--- config.mk ---
export PLATFORM = sky130hd
export DESIGN_NAME = matrix_dma_responder_flat
export DESIGN_NICKNAME = d
export VERILOG_FILES = /design/src/rtl/matrix_dma_pkg.sv /design/src/rtl/matrix_dma_responder_if.sv /design/src/rtl/matrix_dma_responder.sv /design/src/flat_wrapper.sv
export SDC_FILE = /design/constraint.sdc
export NUM_CORES = 1
export LEC_CHECK = 0
export ABC_AREA = 0
export BUFFER_PORTS_ARGS = -buffer_cell sky130_fd_sc_hd__buf_2
export CELL_PAD_IN_SITES_DETAIL_PLACEMENT = 0
export CELL_PAD_IN_SITES_GLOBAL_PLACEMENT = 1
export CORE_ASPECT_RATIO = 1.75
export CORE_MARGIN = 2
export CORE_UTILIZATION = 35
export DETAILED_ROUTE_END_ITERATION = 16
export PLACE_DENSITY = 0.88
export SLEW_MARGIN = 5
export SYNTH_ARGS = -nofsm -noshare
export SYNTH_HDL_FRONTEND = slang
export SYNTH_SLANG_ARGS = --single-unit
--- constraint.sdc ---
create_clock -name clk -period 2.7 [get_ports clk]
set_clock_uncertainty 0.1 [all_clocks]
set_input_delay 0.405 -clock clk [delete_from_list [all_inputs] [get_ports clk]]
set_output_delay 0.405 -clock clk [all_outputs]
set_load 0.05 [all_outputs]
--- src/rtl/matrix_dma_pkg.sv ---
// Shared definitions for the matrix accelerator DMA responder:
// FSM state encoding, error code values and the default poison word
// returned on failed reads.
package matrix_dma_pkg;

    typedef enum logic [1:0] {
        ST_IDLE = 2'd0,
        ST_BUS  = 2'd1,
        ST_ACK  = 2'd2
    } state_e;

    localparam logic [1:0] ERR_NONE    = 2'd0;
    localparam logic [1:0] ERR_ALIGN   = 2'd1;
    localparam logic [1:0] ERR_BUS     = 2'd2;
    localparam logic [1:0] ERR_TIMEOUT = 2'd3;

    localparam logic [31:0] ERR_DATA_DEFAULT = 32'hDEADBEEF;

endpackage

--- src/rtl/matrix_dma_responder_if.sv ---
// Accelerator DMA word-request port.
//   dma_req   level request, held while transfers remain
//   dma_addr  byte address of the current word
//   dma_we    1 = write, 0 = read
//   dma_wdata write data
//   dma_ack   one-cycle completion pulse
//   dma_rdata read data, valid while dma_ack=1
// master: accelerator side, slave: responder side.
interface matrix_dma_responder_if #(
    parameter int ADDR_WIDTH = 32,
    parameter int DATA_WIDTH = 32
);
    logic                  dma_req;
    logic [ADDR_WIDTH-1:0] dma_addr;
    logic                  dma_we;
    logic [DATA_WIDTH-1:0] dma_wdata;
    logic                  dma_ack;
    logic [DATA_WIDTH-1:0] dma_rdata;

    modport master (
        output dma_req, dma_addr, dma_we, dma_wdata,
        input  dma_ack, dma_rdata
    );

    modport slave (
        input  dma_req, dma_addr, dma_we, dma_wdata,
        output dma_ack, dma_rdata
    );
endinterface

--- src/rtl/matrix_dma_responder.sv ---
// Memory-side responder for the matrix accelerator DMA port. Each word
// request becomes one single-beat Wishbone cycle; misaligned addresses,
// bus errors and timeouts are reported but always acked so the
// accelerator never stalls.
// Ports:
//   clk, reset        clock, synchronous active-high reset
//   dma               accelerator request port (slave modport)
//   wbm_*             Wishbone master, single beat, sel fixed 4'hF
//   err_clr           clears sticky error status
//   err_o/err_code_o/err_addr_o  first-error status
//   busy_o            FSM not idle
//   rd_count_o/wr_count_o        completed transfer counters (wrap)
// DATA_WIDTH must be 32 because byte selects are fixed at 4'hF.
module matrix_dma_responder
    import matrix_dma_pkg::*;
#(
    parameter int                    ADDR_WIDTH     = 32,
    parameter int                    DATA_WIDTH     = 32,
    parameter int                    TIMEOUT_CYCLES = 256,
    parameter logic [DATA_WIDTH-1:0] ERR_DATA       = ERR_DATA_DEFAULT
) (
    input  logic                   clk,
    input  logic                   reset,
    matrix_dma_responder_if.slave  dma,
    output logic [ADDR_WIDTH-1:0]  wbm_adr_o,
    output logic [DATA_WIDTH-1:0]  wbm_dat_o,
    input  logic [DATA_WIDTH-1:0]  wbm_dat_i,
    output logic                   wbm_we_o,
    output logic [3:0]             wbm_sel_o,
    output logic                   wbm_cyc_o,
    output logic                   wbm_stb_o,
    input  logic                   wbm_ack_i,
    input  logic                   wbm_err_i,
    input  logic                   err_clr,
    output logic                   err_o,
    output logic [1:0]             err_code_o,
    output logic [ADDR_WIDTH-1:0]  err_addr_o,
    output logic                   busy_o,
    output logic [15:0]            rd_count_o,
    output logic [15:0]            wr_count_o
);

    // Abort when the count of already-elapsed BUS cycles reaches this value
    // in the current BUS cycle, i.e. after exactly TIMEOUT_CYCLES cycles.
    localparam logic [15:0] TMO_LAST = 16'(TIMEOUT_CYCLES - 1);

    state_e                state_q, state_d;
    logic [15:0]           tmo_q;
    logic                  xfer_we_q;
    logic [DATA_WIDTH-1:0] rdata_q;

    logic                  start;
    logic                  bus_done;
    logic                  tmo_inc;
    logic                  fail;
    logic [1:0]            fail_code;
    logic [ADDR_WIDTH-1:0] fail_addr;

    always_comb begin
        state_d   = state_q;
        start     = 1'b0;
        bus_done  = 1'b0;
        tmo_inc   = 1'b0;
        fail      = 1'b0;
        fail_code = ERR_NONE;
        fail_addr = '0;
        case (state_q)
            ST_IDLE: begin
                if (dma.dma_req) begin
                    if (dma.dma_addr[1:0] == 2'b00) begin
                        start   = 1'b1;
                        state_d = ST_BUS;
                    end else begin
                        fail      = 1'b1;
                        fail_code = ERR_ALIGN;
                        fail_addr = dma.dma_addr;
                        state_d   = ST_ACK;
                    end
                end
            end
            ST_BUS: begin
                // err wins over a simultaneous ack
                if (wbm_err_i) begin
                    fail      = 1'b1;
                    fail_code = ERR_BUS;
                    fail_addr = wbm_adr_o;
                    state_d   = ST_ACK;
                end else if (wbm_ack_i) begin
                    bus_done = 1'b1;
                    state_d  = ST_ACK;
                end else if (tmo_q == TMO_LAST) begin
                    fail      = 1'b1;
                    fail_code = ERR_TIMEOUT;
                    fail_addr = wbm_adr_o;
                    state_d   = ST_ACK;
                end else begin
                    tmo_inc = 1'b1;
                end
            end
            ST_ACK:  state_d = ST_IDLE;
            default: state_d = ST_IDLE;
        endcase
    end

    always_ff @(posedge clk) begin
        if (reset) begin
            state_q    <= ST_IDLE;
            tmo_q      <= '0;
            xfer_we_q  <= 1'b0;
            rdata_q    <= '0;
            wbm_adr_o  <= '0;
            wbm_dat_o  <= '0;
            wbm_we_o   <= 1'b0;
            wbm_cyc_o  <= 1'b0;
            wbm_stb_o  <= 1'b0;
            err_o      <= 1'b0;
            err_code_o <= ERR_NONE;
            err_addr_o <= '0;
            rd_count_o <= '0;
            wr_count_o <= '0;
        end else begin
            state_q <= state_d;

            // Direction is remembered for every accepted request, including
            // misaligned ones that never reach the bus, so the counters see it.
            if (state_q == ST_IDLE && dma.dma_req)
                xfer_we_q <= dma.dma_we;

            if (start) begin
                wbm_adr_o <= dma.dma_addr;
                wbm_dat_o <= dma.dma_wdata;
                wbm_we_o  <= dma.dma_we;
                wbm_cyc_o <= 1'b1;
                wbm_stb_o <= 1'b1;
                tmo_q     <= '0;
            end else if (tmo_inc) begin
                tmo_q <= tmo_q + 16'd1;
            end

            if (state_q == ST_BUS && state_d != ST_BUS) begin
                wbm_cyc_o <= 1'b0;
                wbm_stb_o <= 1'b0;
            end

            if (fail)
                rdata_q <= ERR_DATA;
            else if (bus_done && !wbm_we_o)
                rdata_q <= wbm_dat_i;

            if (state_q == ST_ACK) begin
                if (xfer_we_q) wr_count_o <= wr_count_o + 16'd1;
                else           rd_count_o <= rd_count_o + 16'd1;
            end

            // First error sticks; a new error in the clear cycle is kept.
            if (fail && (!err_o || err_clr)) begin
                err_o      <= 1'b1;
                err_code_o <= fail_code;
                err_addr_o <= fail_addr;
            end else if (err_clr) begin
                err_o      <= 1'b0;
                err_code_o <= ERR_NONE;
                err_addr_o <= '0;
            end
        end
    end

    assign wbm_sel_o     = wbm_cyc_o ? 4'hF : 4'h0;
    assign dma.dma_ack   = (state_q == ST_ACK);
    assign dma.dma_rdata = rdata_q;
    assign busy_o        = (state_q != ST_IDLE);

endmodule
--- src/flat_wrapper.sv ---
// flat-port wrapper written by rule: the top's interface ports become plain ports
module matrix_dma_responder_flat import matrix_dma_pkg::*;
#(
    parameter int                    ADDR_WIDTH     = 32,
    parameter int                    DATA_WIDTH     = 32,
    parameter int                    TIMEOUT_CYCLES = 256,
    parameter logic [DATA_WIDTH-1:0] ERR_DATA       = ERR_DATA_DEFAULT
)
  (clk, reset, wbm_adr_o, wbm_dat_o, wbm_dat_i, wbm_we_o, wbm_sel_o, wbm_cyc_o, wbm_stb_o, wbm_ack_i, wbm_err_i, err_clr, err_o, err_code_o, err_addr_o, busy_o, rd_count_o, wr_count_o, dma_dma_req, dma_dma_addr, dma_dma_we, dma_dma_wdata, dma_dma_ack, dma_dma_rdata);
  matrix_dma_responder_if #(.ADDR_WIDTH(ADDR_WIDTH), .DATA_WIDTH(DATA_WIDTH)) dma_i ();
  input  logic clk;
  input  logic reset;
  output logic [ADDR_WIDTH-1:0] wbm_adr_o;
  output logic [DATA_WIDTH-1:0] wbm_dat_o;
  input  logic [DATA_WIDTH-1:0] wbm_dat_i;
  output logic wbm_we_o;
  output logic [3:0] wbm_sel_o;
  output logic wbm_cyc_o;
  output logic wbm_stb_o;
  input  logic wbm_ack_i;
  input  logic wbm_err_i;
  input  logic err_clr;
  output logic err_o;
  output logic [1:0] err_code_o;
  output logic [ADDR_WIDTH-1:0] err_addr_o;
  output logic busy_o;
  output logic [15:0] rd_count_o;
  output logic [15:0] wr_count_o;
  input wire logic [$bits(dma_i.dma_req)-1:0] dma_dma_req;
  input wire logic [$bits(dma_i.dma_addr)-1:0] dma_dma_addr;
  input wire logic [$bits(dma_i.dma_we)-1:0] dma_dma_we;
  input wire logic [$bits(dma_i.dma_wdata)-1:0] dma_dma_wdata;
  output wire logic [$bits(dma_i.dma_ack)-1:0] dma_dma_ack;
  output wire logic [$bits(dma_i.dma_rdata)-1:0] dma_dma_rdata;
  assign dma_i.dma_req = dma_dma_req;
  assign dma_i.dma_addr = dma_dma_addr;
  assign dma_i.dma_we = dma_dma_we;
  assign dma_i.dma_wdata = dma_dma_wdata;
  assign dma_dma_ack = dma_i.dma_ack;
  assign dma_dma_rdata = dma_i.dma_rdata;
  matrix_dma_responder #(.ADDR_WIDTH(ADDR_WIDTH), .DATA_WIDTH(DATA_WIDTH), .TIMEOUT_CYCLES(TIMEOUT_CYCLES), .ERR_DATA(ERR_DATA)) u_core (.clk(clk), .reset(reset), .dma(dma_i), .wbm_adr_o(wbm_adr_o), .wbm_dat_o(wbm_dat_o), .wbm_dat_i(wbm_dat_i), .wbm_we_o(wbm_we_o), .wbm_sel_o(wbm_sel_o), .wbm_cyc_o(wbm_cyc_o), .wbm_stb_o(wbm_stb_o), .wbm_ack_i(wbm_ack_i), .wbm_err_i(wbm_err_i), .err_clr(err_clr), .err_o(err_o), .err_code_o(err_code_o), .err_addr_o(err_addr_o), .busy_o(busy_o), .rd_count_o(rd_count_o), .wr_count_o(wr_count_o));
endmodule
==> results.yml <==
logic_synthesis:
  synthFlopType: "dfxtp_1"
  synth_area_um2: 7490
  yosysUniqueCellTypes: 49
  yosysSeqAreaShare_pct: 49.2
  yosys.area.top_type_share_pct: 49.2
  yosys_warnings: 0
  synthCells: 909
  synth_edf_count: 0
  yosysTopAreaCell: "dfxtp_1"
  ys_ff_latch: 184
  async_flop_share_pct: 0
  syn_avg_cell_area_um2: 8.24
  syn_nets: 1015
  synth_area_leaders: "dfxtp_1 49%, nand2_1 12%, a21oi_1 5.7%"
worst_hold_path:
  hold_class: "in -> reg"
floorplanning:
  die_y_um: 197
  design.portCount: 275
  fp.coreArea_um2: 20900
  rows: 70
  die_w_um: 115
  start_util_pct: 35.8
  die_area_um2: 22600
sta:
  worst_slack_ns: 0.262
  slew_headroom_pct: 33.0
  whs_ns: 0.0935
  fin_tns_setup_ns: 0
  post-route-period-util_pct: 90.3
  grt_setup_unrepaired: "no"
  final-hold-violation-count: 0
  min_period_ns: 2.44
  setup_viol_count_final: 0
  maxSlewViolCount: 0
  fmax_mhz: 410
  tightest_slew_ns: 1.00
critical_path:
  crit_path_start_kind: "register"
  cpLargestDelayFamily: "compound AO/OA/AOI/OAI gates"
  cp_slowest_cell: "a31oi_4"
  arrival_ns: 2.59
  slowest_delay_ns: 0.82
  rrSetupSlack_ns: 0.26
  timing.critical_path.buf_inv: 0
  endpoint_kind: "register"
  crit_chain: "nand2b_1 -> nor3_1 -> a31oi_4 -> o221ai_1"
  crit_fanout: 33
  critPathKind: "reg -> reg"
  crit_required_ns: 2.85
layout:
  instances_no_fill: 1421
  nNetsFinal: 1260
  syn_to_final_growth_pct: 29.6
  post-route-util_pct: 46.4
  drive_gt1_share_pct: 28.8
  fill_cells: 2126
clock_tree:
  clock_latency_ns: 0.42
  cts_made_buffers: 17
  cts.clk_slew.worst_paths_ns: 0.07
  ctsHoldBuffers: 0
  clockBufferDepth: 2
  ctsHtreeMaxLevel: 4
  cts_tree: "yes"
  cts.repair.resized: 0
  numClockSinks: 184
  cts_root_buf: "clkbuf_16"
  cts_setup_buffers: 0
placed_design:
  io_buffers: 274
  dp_worst_setup_slack_ns: 0.249
  place_congestion: 0.816
  place_hpwl_um: 14900
  numPlacedInstances: 1387
global_routing:
  grt_first_pass_wirelength_um: 33600
  grt.overflow.total: 0
  antenna_found_initial: 1
  grt_pass1_vias: 6805
  grt_max_degree: 75
  globalRouteTotalUtil_pct: 18.6
route:
  drt_iter0_markers: 335
  route.detailed.drc: 0
  routed_via_density: 4.99
  antenna_left: 0
  wl_um: 21200
  first_pass_iters: 4
  num_vias: 7093
  wl_per_cell_um: 14.9
power:
  peakVddDrop_v: 0.000418
  p_leak_nw: 4.10
  p_per_area_nw_per_um2: 658
run:
  maxCapViolations: 0
run_status:
  status: "complete, no violations"
## synthesized netlist by cell type (all sizes together), types with 2 or more instances
cell	number
a2bb2oi	2
inv	75
nor3b	3
o211ai	2
o21ai	6
o221ai	33
nand2	230
a31oi	27
ha	3
xnor2	7
xor2	10
nand3	18
and2	5
nand2b	13
a21oi	86
mux2i	21
o31ai	12
or4	14
and4	4
nor2b	5
clkbuf	40
nand4	14
buf	23
and3	3
nor4	2
dfxtp	184
or3	6
nor4b	4
nor3	16
or2	4
nor2	27
## report_power, final
group / leakage (nW) / internal, mW / switching, mW / total (mW)
Clock: 0.300 / 1.60 / 1.07 / 2.67
Combinational: 2.30 / 0.223 / 0.623 / 0.846
Sequential: 1.50 / 2.81 / 0.0616 / 2.88
Total: 4.10 / 4.64 / 1.75 / 6.39
## placed cells by master (no fill, tap or decap), types with 12 or more instances in the layout
| cell | Yosys | routed |
|---|---|---|
| buf_2 | 7 | 273 |
| nand2_1 | 230 | 229 |
| dfxtp_1 | 184 | 184 |
| a21oi_1 | 86 | 86 |
| inv_1 | 75 | 75 |
| o221ai_1 | 32 | 32 |
| nor2_1 | 27 | 27 |
| a31oi_1 | 27 | 26 |
| mux2i_1 | 21 | 21 |
| nand3_1 | 18 | 18 |
| clkbuf_16 | 0 | 17 |
| nor3_1 | 16 | 16 |
| nand4_1 | 14 | 14 |
| or4_1 | 13 | 13 |
| nand2b_1 | 13 | 13 |
| buf_4 | 5 | 13 |
| o31ai_1 | 12 | 12 |
## per-layer routing
metal / routed length [µm] / track usage (%)
met1: 8510 / 20.8
met2: 11200 / 33.7
met3: 1030 / 4.20
met4: 428 / 7.23
met5: 0 / 0
## cell families after synthesis
group                    count (synthesis)  synth area share [%]
AO/OA/AOI/OAI                          174                  14.8
XOR/XNOR                                17                  1.99
adder cells (fa/ha/maj)                  3                 0.501
buffers and inverters                  138                  7.59
flip-flops                             184                  49.2
multiplexers                            22                  2.96
AND/OR/NAND/NOR                        371                  22.9
## state kept, by name, summed over array words and instances (netlist names)
| name | flops |
|---|---|
| u_core.state_q | 2 |
| u_core.wbm_we_o | 1 |
| u_core.wr_count_o | 16 |
| u_core.err_code_o | 2 |
| u_core.rd_count_o | 16 |
| u_core.wbm_cyc_o | 1 |
| u_core.xfer_we_q | 1 |
| u_core.err_o | 1 |
| u_core.wbm_dat_o | 32 |
| u_core.dma.dma_rdata | 32 |
| u_core.tmo_q | 16 |
| u_core.err_addr_o | 32 |
| u_core.wbm_adr_o | 32 |
## layout make-up
class | instances | area (µm²) | area share (%)
multi-input combinational | 587 | 3270 | 33.7
tap | 252 | 315 | 3.25
inverter | 75 | 282 | 2.90
clock inverter | 11 | 170 | 1.75
clock buffer | 21 | 460 | 4.74
antenna | 2 | 5.00 | 0.0516
sequential | 184 | 3680 | 37.9
timing repair buffer | 289 | 1520 | 15.7
## stage by stage
stage / power (mW) / instance area [µm²]
after floorplan: 3.53 / 7490
after global placement: 3.78 / 9070
after detailed placement: 3.79 / 9070
after CTS: 6.49 / 9700
after global routing: 6.64 / 9700
final: 6.39 / 9710
## worst min-delay path: cells and delay by family
| family | cells | cell delay, ns |
|---|---|---|
| compound gates | 1 | 0.05 |
| buf+inv | 1 | 0.09 |
| simple gates | 1 | 0.04 |
## final timing paths
path	startpoint	to	cells after the start
max	u_core.state_q[1]	u_core.err_addr_o[27]	4
min	dma_dma_addr[12]	u_core.err_addr_o[12]	3
max reg2reg	u_core.state_q[1]	u_core.err_addr_o[27]	4
min reg2reg	u_core.wbm_dat_o[27]	u_core.wbm_dat_o[27]	2
No activity file was read; power rests on OpenSTA's default activity.
